### config.mk
export PLATFORM = sky130hd
export DESIGN_NAME = dds_mod_scheduler
export DESIGN_NICKNAME = d
export VERILOG_FILES = /design/src/rtl/dds_mod_scheduler.sv
export SDC_FILE = /design/constraint.sdc
export NUM_CORES = 1
export LEC_CHECK = 0
export BUFFER_PORTS_ARGS = -buffer_cell sky130_fd_sc_hd__clkbuf_2
export CORE_UTILIZATION = 30
export CTS_BUF_LIST = sky130_fd_sc_hd__clkbuf_8
export DETAILED_ROUTE_END_ITERATION = 8
export PLACE_DENSITY = 0.47
export SKIP_CTS_REPAIR_TIMING = 1
export SYNTH_ARGS = -nofsm -noshare
export SYNTH_HDL_FRONTEND = slang
export SYNTH_SLANG_ARGS = --single-unit
### constraint.sdc
create_clock -name clk -period 6.1 [get_ports clk]
set_input_delay 1.22 -clock clk [delete_from_list [all_inputs] [get_ports clk]]
set_output_delay 1.22 -clock clk [all_outputs]
set_load 0.03 [all_outputs]
### src/rtl/dds_mod_scheduler.sv
// Symbol-rate scheduler for the DDS modulator: divides clk down to the symbol
// period, pulls one bit per symbol and drives phase increment/offset/amplitude.
module dds_mod_scheduler #(
  parameter int DIV_W  = 16,
  parameter int PINC_W = 32,
  parameter int OFS_W  = 12
) (
  input  logic              clk,
  input  logic              reset,
  input  logic              start,
  input  logic              stop,
  input  logic [DIV_W-1:0]  cfg_div,
  input  logic [1:0]        mode,
  input  logic [PINC_W-1:0] f0_inc,
  input  logic [PINC_W-1:0] f1_inc,
  input  logic              bit_valid,
  input  logic              bit_data,
  output logic              bit_ready,
  output logic [PINC_W-1:0] phase_inc,
  output logic [OFS_W-1:0]  phase_ofs,
  output logic              amp_en,
  output logic              sym_tick,
  output logic              busy,
  output logic              underrun
);

  // state | meaning
  // IDLE  | no session; outputs forced to zero
  // LOAD  | waiting for the first bit of the session
  // RUN   | counting symbols, one bit taken per boundary
  typedef enum logic [1:0] {S_IDLE, S_LOAD, S_RUN} state_t;

  localparam logic [1:0]       M_ASK  = 2'd0;
  localparam logic [1:0]       M_FSK  = 2'd1;
  localparam logic [1:0]       M_BPSK = 2'd2;
  localparam logic [1:0]       M_CAR  = 2'd3;
  localparam logic [OFS_W-1:0] OFS_PI = {1'b1, {(OFS_W-1){1'b0}}};

  state_t              r_state, w_state;
  logic [DIV_W-1:0]    r_cnt, w_cnt;
  logic [DIV_W-1:0]    r_div, w_div;
  logic [1:0]          r_mode, w_mode;
  logic [PINC_W-1:0]   r_f0, w_f0;
  logic [PINC_W-1:0]   r_f1, w_f1;
  logic                r_stop_pend, w_stop_pend;
  logic [PINC_W-1:0]   r_phase_inc, w_phase_inc;
  logic [OFS_W-1:0]    r_phase_ofs, w_phase_ofs;
  logic                r_amp_en, w_amp_en;
  logic                r_underrun, w_underrun;

  logic [DIV_W-1:0]    w_div_eff;
  logic                w_tc;
  logic [PINC_W-1:0]   w_map_inc;
  logic [OFS_W-1:0]    w_map_ofs;
  logic                w_map_amp;

  // Periods below two cycles would leave no room between boundaries.
  assign w_div_eff = (cfg_div < DIV_W'(2)) ? DIV_W'(2) : cfg_div;
  assign w_tc      = (r_cnt == '0);

  assign sym_tick  = (r_state == S_RUN) && w_tc;
  assign busy      = (r_state != S_IDLE);
  assign bit_ready = ((r_state == S_LOAD) && !stop) ||
                     (sym_tick && (r_mode != M_CAR) && !r_stop_pend);

  assign phase_inc = r_phase_inc;
  assign phase_ofs = r_phase_ofs;
  assign amp_en    = r_amp_en;
  assign underrun  = r_underrun;

  always_comb begin
    w_map_inc = r_f0;
    w_map_ofs = '0;
    w_map_amp = 1'b1;
    case (r_mode)
      M_ASK:   w_map_amp = bit_data;
      M_FSK:   w_map_inc = bit_data ? r_f1 : r_f0;
      M_BPSK:  w_map_ofs = bit_data ? OFS_PI : '0;
      default: ;
    endcase
  end

  always_comb begin
    w_state     = r_state;
    w_cnt       = r_cnt;
    w_div       = r_div;
    w_mode      = r_mode;
    w_f0        = r_f0;
    w_f1        = r_f1;
    w_stop_pend = r_stop_pend;
    w_phase_inc = r_phase_inc;
    w_phase_ofs = r_phase_ofs;
    w_amp_en    = r_amp_en;
    w_underrun  = r_underrun;
    case (r_state)
      S_IDLE: begin
        if (start) begin
          w_div       = w_div_eff;
          w_mode      = mode;
          w_f0        = f0_inc;
          w_f1        = f1_inc;
          w_underrun  = 1'b0;
          w_stop_pend = 1'b0;
          if (mode == M_CAR) begin
            w_state     = S_RUN;
            w_cnt       = w_div_eff - 1'b1;
            w_phase_inc = f0_inc;
            w_phase_ofs = '0;
            w_amp_en    = 1'b1;
          end else begin
            w_state = S_LOAD;
          end
        end
      end
      S_LOAD: begin
        if (stop) begin
          w_state = S_IDLE;
        end else if (bit_valid) begin
          w_state     = S_RUN;
          w_cnt       = r_div - 1'b1;
          w_phase_inc = w_map_inc;
          w_phase_ofs = w_map_ofs;
          w_amp_en    = w_map_amp;
        end
      end
      S_RUN: begin
        if (stop) w_stop_pend = 1'b1;
        if (w_tc) begin
          w_cnt = r_div - 1'b1;
          if (r_stop_pend) begin
            w_state     = S_IDLE;
            w_cnt       = '0;
            w_stop_pend = 1'b0;
            w_phase_inc = '0;
            w_phase_ofs = '0;
            w_amp_en    = 1'b0;
          end else if (r_mode != M_CAR) begin
            if (bit_valid) begin
              w_phase_inc = w_map_inc;
              w_phase_ofs = w_map_ofs;
              w_amp_en    = w_map_amp;
            end else begin
              // Missing bit: silence this symbol but keep the carrier settings.
              w_underrun = 1'b1;
              w_amp_en   = 1'b0;
            end
          end
        end else begin
          w_cnt = r_cnt - 1'b1;
        end
      end
      default: w_state = S_IDLE;
    endcase
  end

  always_ff @(posedge clk) begin
    if (reset) begin
      r_state     <= S_IDLE;
      r_cnt       <= '0;
      r_div       <= '0;
      r_mode      <= '0;
      r_f0        <= '0;
      r_f1        <= '0;
      r_stop_pend <= 1'b0;
      r_phase_inc <= '0;
      r_phase_ofs <= '0;
      r_amp_en    <= 1'b0;
      r_underrun  <= 1'b0;
    end else begin
      r_state     <= w_state;
      r_cnt       <= w_cnt;
      r_div       <= w_div;
      r_mode      <= w_mode;
      r_f0        <= w_f0;
      r_f1        <= w_f1;
      r_stop_pend <= w_stop_pend;
      r_phase_inc <= w_phase_inc;
      r_phase_ofs <= w_phase_ofs;
      r_amp_en    <= w_amp_en;
      r_underrun  <= w_underrun;
    end
  end

endmodule

==> results.py, run 1 <==
metrics = {
    "status": {
        "run_status": "finished clean",
    },
    "critical_path": {
        "critical-path-top-delay-family": "simple AND/OR/NAND/NOR gates",
        "path_buf_inv": 2,
        "setup.worst_path.end_class": "output pin",
        "worst_ep_arrival_time_ns": 2.99,
        "worst-r2r-setup-slack_ns": 2.35,
        "worst_path_max_delay_cell": "nor3b_1",
        "timing.critical_path.fanout_max": 7,
        "timing.critical_path.required_ns": 4.88,
        "path_class": "reg2out",
        "worstSetupStartpointType": "register",
        "cp_cell_sequence": "inv_1, ha_1, nor3b_1, nand4_1, nor2_1, nand3_1, nand2_1, clkbuf_2",
        "critPathMaxStageDelay_ns": 0.73,
    },
    "logic_synthesis": {
        "ys_seq_area_share_pct": 42.79,
        "biggest_area_contributors_in_the_synthesized_netlist": "dfxtp_1, nand2_1, a21oi_1",
        "async_flop_share_pct": 0,
        "netlist.area_leader.share_pct": 42.79,
        "synth_largest_area_cell": "dfxtp_1",
        "count_of_flip_flops_with_a_built_in_enable_after_synthesis": 0,
        "synth_ff_type": "dfxtp_1",
        "synthDistinctLibCells": 59,
        "postSynthAreaPerCell_sq_um": 8.345,
        "synth.cell_area_sq_um": 6877,
        "synth_warnings": 0,
        "netlist_top_cells_count": "nand2_1, dfxtp_1, a21oi_1",
        "yosys.cell_count.top_type": "nand2_1",
        "cell_count_after_synthesis": 824,
        "synthesis.nets": 919,
        "postSynthRegisterBits": 147,
    },
    "finish": {
        "area.growth.synth_to_final_pct": 18.61,
        "antenna_cells": 0,
        "final_net_count": 1023,
        "proportion_of_layout_cells_with_a_drive_suffix_above_1_pct": 19.87,
        "layout.cells.non_filler": 1226,
    },
    "grt": {
        "grt_pass1_vias": 6012,
        "maximum_number_of_pins_on_one_net_before_global_route_repair": 85,
        "antenna_found_initial": 0,
        "grt_remaining_overflow": 0,
        "globalRouteTotalUtil_pct": 18.20,
        "grt_pass1_wl_microns": 33620,
    },
    "floorplanning": {
        "rows": 55,
        "floorplan.io_pins": 137,
        "floorplan.initialDensity_pct": 30.47,
        "coreArea_sq_um": 22570,
        "floorplan.die.height_microns": 153.4,
        "die_x_microns": 153.4,
        "fp.dieArea_sq_um": 23530,
    },
    "clock_tree": {
        "root_buffer": "clkbuf_8",
        "clk-insertion-delay-late_ns": 0.45,
        "tritoncts.num_buffers": 17,
        "numClockSinks": 147,
        "tritoncts": "yes",
        "cts.htree.levels": 4,
        "maximum_clock_path_buffer_count": 2,
        "cts.reportedPaths.clkPinSlew_ns": 0.09,
    },
    "timing": {
        "final_critical_path_setup_slack_ns": 1.890,
        "worst_slew_pin_slew_ns": 0.9914,
        "report.final.slew_viol_count": 0,
        "fmax_mhz": 237.5,
        "final_min_period_over_clock_period_pct": 69.02,
        "finClkSkew_ns": 0.01771,
        "unrepaired_setup_endpoints_after_global_routing": "false",
        "setup-violations-final": 0,
        "finalHoldViolCount": 0,
        "post-route-min-period_ns": 4.210,
        "timing.max_slew.rel_slack_pct": 33.47,
        "final.hold.worst_slack_ns": 0.4575,
        "tns_ns": 0,
    },
    "power": {
        "p_total_w": 0.003472,
        "irDropWorstVdd_uv": 154.8,
        "total_leakage_power_nw": 3.464,
        "power_density_nw_per_um2": 425.7,
    },
    "detailed_routing": {
        "postRouteAntennaNets": 0,
        "routed_wl_microns": 20990,
        "post-route-drc-count": 0,
        "routed-via-count": 6153,
        "viasPerCell": 5.019,
        "detail_route.iter0.violations": 312,
        "wire_per_inst_microns": 17.12,
        "detail_route.first_pass.iterations": 4,
    },
    "flow_run": {
        "number_of_maximum_capacitance_constraint_violations": 0,
    },
    "place": {
        "finalWeightedCongestion": 0.8261,
        "dp_cells": 1194,
        "dpl.hpwl_microns": 13530,
        "port_buffers": 136,
        "pre_cts_ws_ns": 2.263,
    },
    "worst_hold_path": {
        "min_path_type": "reg2reg",
    },
}
-- final timing paths --
path | start | to | depth (start not counted)
setup reg to reg | r_cnt[0] | phase_inc[0] | 9
setup / recovery | r_cnt[0] | bit_ready | 8
hold / removal | r_f0[7] | r_f0[7] | 2
hold reg to reg | r_f0[7] | r_f0[7] | 2
-- layer usage --
| layer | share of wire, % | global-route usage, % | up-vias |
|---|---|---|---|
| li1 | - | - | 3146 |
| met5 | 0 | 0 | - |
| met4 | 0.74 | 4.238 | 0 |
| met2 | 46 | 30.62 | 137 |
| met3 | 3.8 | 3.459 | 8 |
| met1 | 49 | 23.98 | 2862 |
-- power breakdown --
part	internal (W)	switching [W]
logic	0.000504	0.000931
clock network	0.000308	0.000453
registers	0.00114	0.000140
total	0.00195	0.00152
-- final cells by class --
type	instances	area, sq um
clock buffers	17	234.0
clock inverters	15	167.7
flip-flops and latches	147	2943
multi-input cells	606	3667
fillers	2457	14420
inverters	12	45.04
repair buffers	144	743.2
well taps	285	356.6
-- worst min-delay path: cells and delay by family, from the launching register on --
kind / cells / cell delay [ns]
flops: 1 / 0.32
simple gates: 1 / 0.05
compound gates: 1 / 0.05
-- per-stage QoR --
stage	cell area [sq um]	utilization, %
floorplan	6877	-
global placement	7755	34.36
detailed placement	7755	34.36
CTS	8157	36.14
global route	8157	36.14
finish	8157	36.14
-- state kept, by name (all words and copies together) (netlist names) --
signal	cells
phase_inc	32
r_mode	2
r_state	2
r_f1	32
r_cnt	16
r_stop_pend	1
r_f0	32
r_div	16
phase_ofs	12
amp_en	1
underrun	1
-- cell families after synthesis --
| group | after synthesis | synth area share, % |
|---|---|---|
| and+or+nand+nor | 308 | 20.34 |
| AOI/OAI and AO/OA | 221 | 22.05 |
| DFF | 147 | 42.79 |
| buffers and inverters | 71 | 3.966 |
| xor gates and xnor gates | 35 | 4.458 |
| muxes | 35 | 5.113 |
| adders and majority gates | 7 | 1.274 |
-- layout by cell type, fill, tap and decap left out, types with 4 or more instances in the layout --
cell | Yosys | layout
o22ai_1 | 6 | 6
nand2b_1 | 6 | 6
clkinv_8 | 0 | 4
o21ai_0 | 13 | 13
inv_1 | 12 | 12
clkbuf_2 | 0 | 135
nor2_1 | 37 | 36
inv_8 | 0 | 4
clkbuf_8 | 0 | 17
o2bb2ai_1 | 32 | 32
nor4_1 | 11 | 11
a221oi_1 | 8 | 8
and2_1 | 12 | 11
mux2i_1 | 34 | 34
xnor2_1 | 18 | 18
a22o_1 | 33 | 33
buf_4 | 0 | 9
dfxtp_1 | 147 | 147
nand3_1 | 14 | 14
a21oi_1 | 93 | 93
a31oi_1 | 6 | 6
ha_1 | 7 | 7
nor3_1 | 18 | 18
nand2_1 | 182 | 181
xor2_1 | 17 | 17
and3_1 | 4 | 4
Note: power is estimated with default switching activity, not from simulation.
==> run 2: changes to the inputs <==
Clock period 6.1 ns to 4.4 ns, I/O delays scaled along.
==> run 2 against run 1 <==
  * Sequential power rose by 38%
  * Largest cell class unchanged
  * Register-to-register slack got worse by 0.72 ns
  * Critical path type unchanged
  * Wire length rose by 0.13%
  * Global-route usage barely moved
==> results.py, run 2 (same netlist as run 1, synthesis figures left out) <==
metrics = {
    "critical_path": {
        "worst_ep_arrival_time_ns": 2.47,
        "worstSetupStartpointType": "register",
        "timing.critical_path.fanout_max": 6,
        "r2r_cells": 9,
        "worst-r2r-setup-slack_ns": 1.63,
        "cp-endpoint": "bit_ready",
        "rr_endpoint": "phase_inc[26]",
        "timing.critical_path.required_ns": 3.52,
        "setup.worst_path.end_class": "output pin",
        "path_class": "reg2out",
        "launching_element_of_the_worst_setup_path": "r_cnt[4]",
        "reg2reg_from": "r_state[0]",
    },
    "worst_hold_path": {
        "min_path_type": "reg2reg",
        "holdCritStartpoint": "r_f1[31]",
    },
    "grt": {
        "grt_remaining_overflow": 0,
        "grt_pass1_wl_microns": 33670,
        "antenna_found_initial": 0,
        "maximum_number_of_pins_on_one_net_before_global_route_repair": 54,
        "globalRouteTotalUtil_pct": 18.20,
        "grt_pass1_vias": 6076,
    },
    "finish": {
        "mostFrequentLayoutCell": "nand2_1",
        "proportion_of_layout_cells_with_a_drive_suffix_above_1_pct": 20.38,
        "area.growth.synth_to_final_pct": 19.60,
        "antenna_cells": 0,
        "layout.cells.non_filler": 1232,
        "layout_common_cells": "nand2_1, dfxtp_1, clkbuf_2",
        "final_net_count": 1029,
    },
    "detailed_routing": {
        "detail_route.first_pass.iterations": 5,
        "viasPerCell": 5.066,
        "routed-via-count": 6241,
        "detail_route.iter0.violations": 331,
        "post-route-drc-count": 0,
        "postRouteAntennaNets": 0,
        "routed_wl_microns": 21020,
        "wire_per_inst_microns": 17.06,
    },
    "clock_tree": {
        "numClockSinks": 147,
        "cts.reportedPaths.clkPinSlew_ns": 0.09,
        "tritoncts.num_buffers": 17,
        "cts.htree.levels": 4,
        "root_buffer": "clkbuf_8",
        "maximum_clock_path_buffer_count": 2,
        "clk-insertion-delay-late_ns": 0.46,
        "tritoncts": "yes",
    },
    "timing": {
        "fmax_mhz": 298.5,
        "tns_ns": 0,
        "report.final.slew_viol_count": 0,
        "finClkSkew_ns": 0.02121,
        "setup-violations-final": 0,
        "final_min_period_over_clock_period_pct": 76.15,
        "post-route-min-period_ns": 3.351,
        "unrepaired_setup_endpoints_after_global_routing": "false",
        "timing.max_slew.rel_slack_pct": 41.62,
        "worst_slew_pin_slew_ns": 0.8717,
        "finalHoldViolCount": 0,
    },
    "place": {
        "finalWeightedCongestion": 0.8219,
        "dp_cells": 1200,
        "dpl.hpwl_microns": 13870,
        "port_buffers": 136,
    },
    "power": {
        "total_leakage_power_nw": 3.510,
        "irDropWorstVdd_uv": 161.2,
        "power_density_nw_per_um2": 596.4,
    },
    "floorplanning": {
        "floorplan.io_pins": 137,
        "die_x_microns": 153.4,
        "fp.dieArea_sq_um": 23530,
        "floorplan.initialDensity_pct": 30.47,
        "floorplan.die.height_microns": 153.4,
        "rows": 55,
        "coreArea_sq_um": 22570,
    },
    "status": {
        "run_status": "finished clean",
    },
    "flow_run": {
        "number_of_maximum_capacitance_constraint_violations": 0,
    },
}
==> run 2: changes by cell type in the layout (fill, tap and decap cells not counted), sizes merged <==
cell / before / now
clkinvlp: 3 / 1
inv: 18 / 22
buf: 9 / 15
clkinv: 6 / 4
==> run 2: where the power goes <==
group          switching (W)  internal [W]
sequential          0.000198       0.00158
combinational        0.00130      0.000738
clock               0.000650      0.000441
==> run 2: through the flow <==
stage	total power [W]	cell area (sq um)	setup slack [ns]	utilization [%]	hold WS [ns]
2_1_floorplan	0.003225	6877	1.256	-	0.4357
3_3_place_gp	0.003853	7812	0.9549	34.61	0.4408
3_5_place_dp	0.003850	7812	0.8357	34.61	0.4428
4_1_cts	0.004959	8224	1.008	36.44	0.4611
5_1_grt	0.005250	8224	0.7609	36.44	0.4735
6_report	0.004905	8224	1.049	36.44	0.4589
==> run 2: cell type report <==
class | instances | area (sq um)
fill | 2407 | 14350
multi-input combinational | 606 | 3667
sequential | 147 | 2943
timing repair buffer | 150 | 800.8
tap | 285 | 356.6
clock buffer | 17 | 234.0
clock inverter | 15 | 177.7
inverter | 12 | 45.04
==> run 2: routing by layer <==
| layer | GRT usage, % | vias up | wire [microns] |
|---|---|---|---|
| met1 | 23.83 | 2941 | 10100 |
| li1 | - | 3156 | - |
| met3 | 3.828 | 9 | 852 |
| met5 | 0 | - | 0 |
| met4 | 3.714 | 0 | 127 |
| met2 | 30.75 | 135 | 9937 |
==> run 2: worst max-delay path, cell delays in order (launching register included) <==
cell,delay (ns)
dfxtp_1,0.39
nor3_1,0.50
nand4_1,0.36
nor2_1,0.30
nand3_1,0.15
nand2_1,0.11
clkbuf_2,0.20
==> run 2: worst min path at each step <==
stage | end | cells past startpoint | slack (ns)
global placement | phase_ofs[1] | 1 | 0.44
global route | r_f0[1] | 2 | 0.47
floorplan | r_f1[0] | 2 | 0.44
CTS | r_f0[9] | 2 | 0.46
finish | r_f1[31] | 2 | 0.46
detailed placement | phase_ofs[5] | 1 | 0.44
==> run 3: changes to the inputs <==
Settings changed: PLACE_DENSITY 0.47 to 0.48.
Clock period 4.4 ns to 3 ns, I/O delays scaled along.
==> run 3 against run 2 <==
  * Power is 49% higher
  * Count of clock-buffer cells in the layout stayed put
  * Cell area grew 2.4%
  * Clock skew down 0.00060 ns
  * Largest cell class unchanged
  * Largest power group unchanged
==> results.py, run 3 (same netlist as run 1, synthesis figures left out) <==
metrics = {
    "status": {
        "run_status": "finished clean",
    },
    "clock_tree": {
        "clk-insertion-delay-late_ns": 0.45,
        "numClockSinks": 147,
        "maximum_clock_path_buffer_count": 2,
        "tritoncts.num_buffers": 17,
        "cts.htree.levels": 4,
        "root_buffer": "clkbuf_8",
        "tritoncts": "yes",
        "cts.reportedPaths.clkPinSlew_ns": 0.11,
    },
    "detailed_routing": {
        "post-route-drc-count": 0,
        "routed-via-count": 6397,
        "detail_route.first_pass.iterations": 7,
        "postRouteAntennaNets": 0,
        "detail_route.iter0.violations": 349,
        "wire_per_inst_microns": 16.81,
        "viasPerCell": 5.101,
        "routed_wl_microns": 21080,
    },
    "worst_hold_path": {
        "holdCritStartpoint": "f1_inc[20]",
        "hold_worst_path_end": "r_f1[20]",
        "worst_hold_path.num_cells": 3,
        "min_path_type": "in2reg",
    },
    "timing": {
        "finalHoldViolCount": 0,
        "fmax_mhz": 360.2,
        "unrepaired_setup_endpoints_after_global_routing": "false",
        "tns_ns": 0,
        "worst_slew_pin_slew_ns": 0.7562,
        "finClkSkew_ns": 0.02061,
        "timing.max_slew.rel_slack_pct": 49.40,
        "final_min_period_over_clock_period_pct": 92.55,
        "setup-violations-final": 0,
        "final.hold.worst_slack_ns": 0.3592,
        "post-route-min-period_ns": 2.776,
        "report.final.slew_viol_count": 0,
    },
    "place": {
        "port_buffers": 136,
        "placed_cell_area_sq_um": 7980,
        "dpl.hpwl_microns": 14180,
        "finalWeightedCongestion": 0.7953,
        "dp_cells": 1219,
    },
    "finish": {
        "final_net_count": 1051,
        "final_area_sq_um": 8418,
        "layout_common_cells": "nand2_1, dfxtp_1, clkbuf_2",
        "antenna_cells": 0,
        "layout.cells.non_filler": 1254,
        "proportion_of_layout_cells_with_a_drive_suffix_above_1_pct": 22.39,
        "mostFrequentLayoutCell": "nand2_1",
        "area.growth.synth_to_final_pct": 22.42,
    },
    "grt": {
        "maximum_number_of_pins_on_one_net_before_global_route_repair": 63,
        "antenna_found_initial": 0,
        "grt_pass1_vias": 6005,
        "globalRouteTotalUtil_pct": 18.12,
        "grt_remaining_overflow": 0,
        "grt_pass1_wl_microns": 33590,
    },
    "floorplanning": {
        "floorplan.die.height_microns": 153.4,
        "coreArea_sq_um": 22570,
        "floorplan.io_pins": 137,
        "rows": 55,
        "die_x_microns": 153.4,
        "floorplan.initialDensity_pct": 30.47,
        "fp.dieArea_sq_um": 23530,
    },
    "critical_path": {
        "timing.critical_path.fanout_max": 5,
        "timing.critical_path.required_ns": 2.40,
        "worst_ep_arrival_time_ns": 2.18,
        "reg2reg_from": "r_div[5]",
        "rr_endpoint": "r_cnt[15]",
        "r2r_cells": 6,
        "worstSetupStartpointType": "register",
        "setup.worst_path.end_class": "output pin",
        "worst-r2r-setup-slack_ns": 0.54,
        "path_class": "reg2out",
        "launching_element_of_the_worst_setup_path": "r_cnt[0]",
    },
    "flow_run": {
        "number_of_maximum_capacitance_constraint_violations": 0,
    },
    "power": {
        "total_leakage_power_nw": 3.620,
        "irDropWorstVdd_uv": 373.9,
        "power_density_nw_per_um2": 869.6,
    },
}
[run 3: cell type report]
type | instances | area, sq um
clock buffer | 17 | 234.0
clock inverter | 15 | 173.9
fill | 2390 | 14150
inverter | 12 | 45.04
multi-input combinational | 606 | 3675
sequential | 147 | 2943
tap | 285 | 356.6
timing repair buffer | 172 | 991.0
[run 3: worst max path at each step]
stage          cells after the start         to  slack [ns]
2_1_floorplan                     10  r_cnt[12]        0.14
5_1_grt                            8  bit_ready        0.05
3_3_place_gp                      11  r_cnt[10]        0.22
3_5_place_dp                      11  r_cnt[10]        0.13
6_report                           8  bit_ready        0.22
4_1_cts                            8  bit_ready       -0.11
[run 3: per-layer routing]
layer | part of all wire [%] | wire (microns) | global-route usage [%] | vias up
met5 | 0 | 0 | 0 | -
met4 | 0.84 | 177 | 4.857 | 0
met3 | 4.0 | 840 | 2.920 | 10
met2 | 47 | 9994 | 29.96 | 138
met1 | 48 | 10070 | 24.38 | 3055
li1 | - | - | - | 3194
[run 3: through the flow]
stage,util (%),setup WS [ns],power (W)
2_1_floorplan,-,0.1357,0.004730
3_3_place_gp,35.35,0.2223,0.005738
3_5_place_dp,35.35,0.1264,0.005754
4_1_cts,37.16,-0.1132,0.007345
5_1_grt,37.29,0.04516,0.007807
6_report,37.29,0.2235,0.007320
[run 3: critical path: stages (launching register included)]
cell and delay, ns:
dfxtp_1 0.35, inv_1 0.07, ha_1 0.17, nor3b_2 0.26, nand4_1 0.23, nor2_1 0.24, nand3_1 0.12, nand2_1 0.10
clkbuf_2 0.20
[run 3: power breakdown]
| part | total [W] | internal (W) | switching, W |
|---|---|---|---|
| sequential | 0.00260 | 0.00231 | 0.000294 |
| combinational | 0.00316 | 0.00122 | 0.00193 |
| clock | 0.00156 | 0.000638 | 0.000923 |
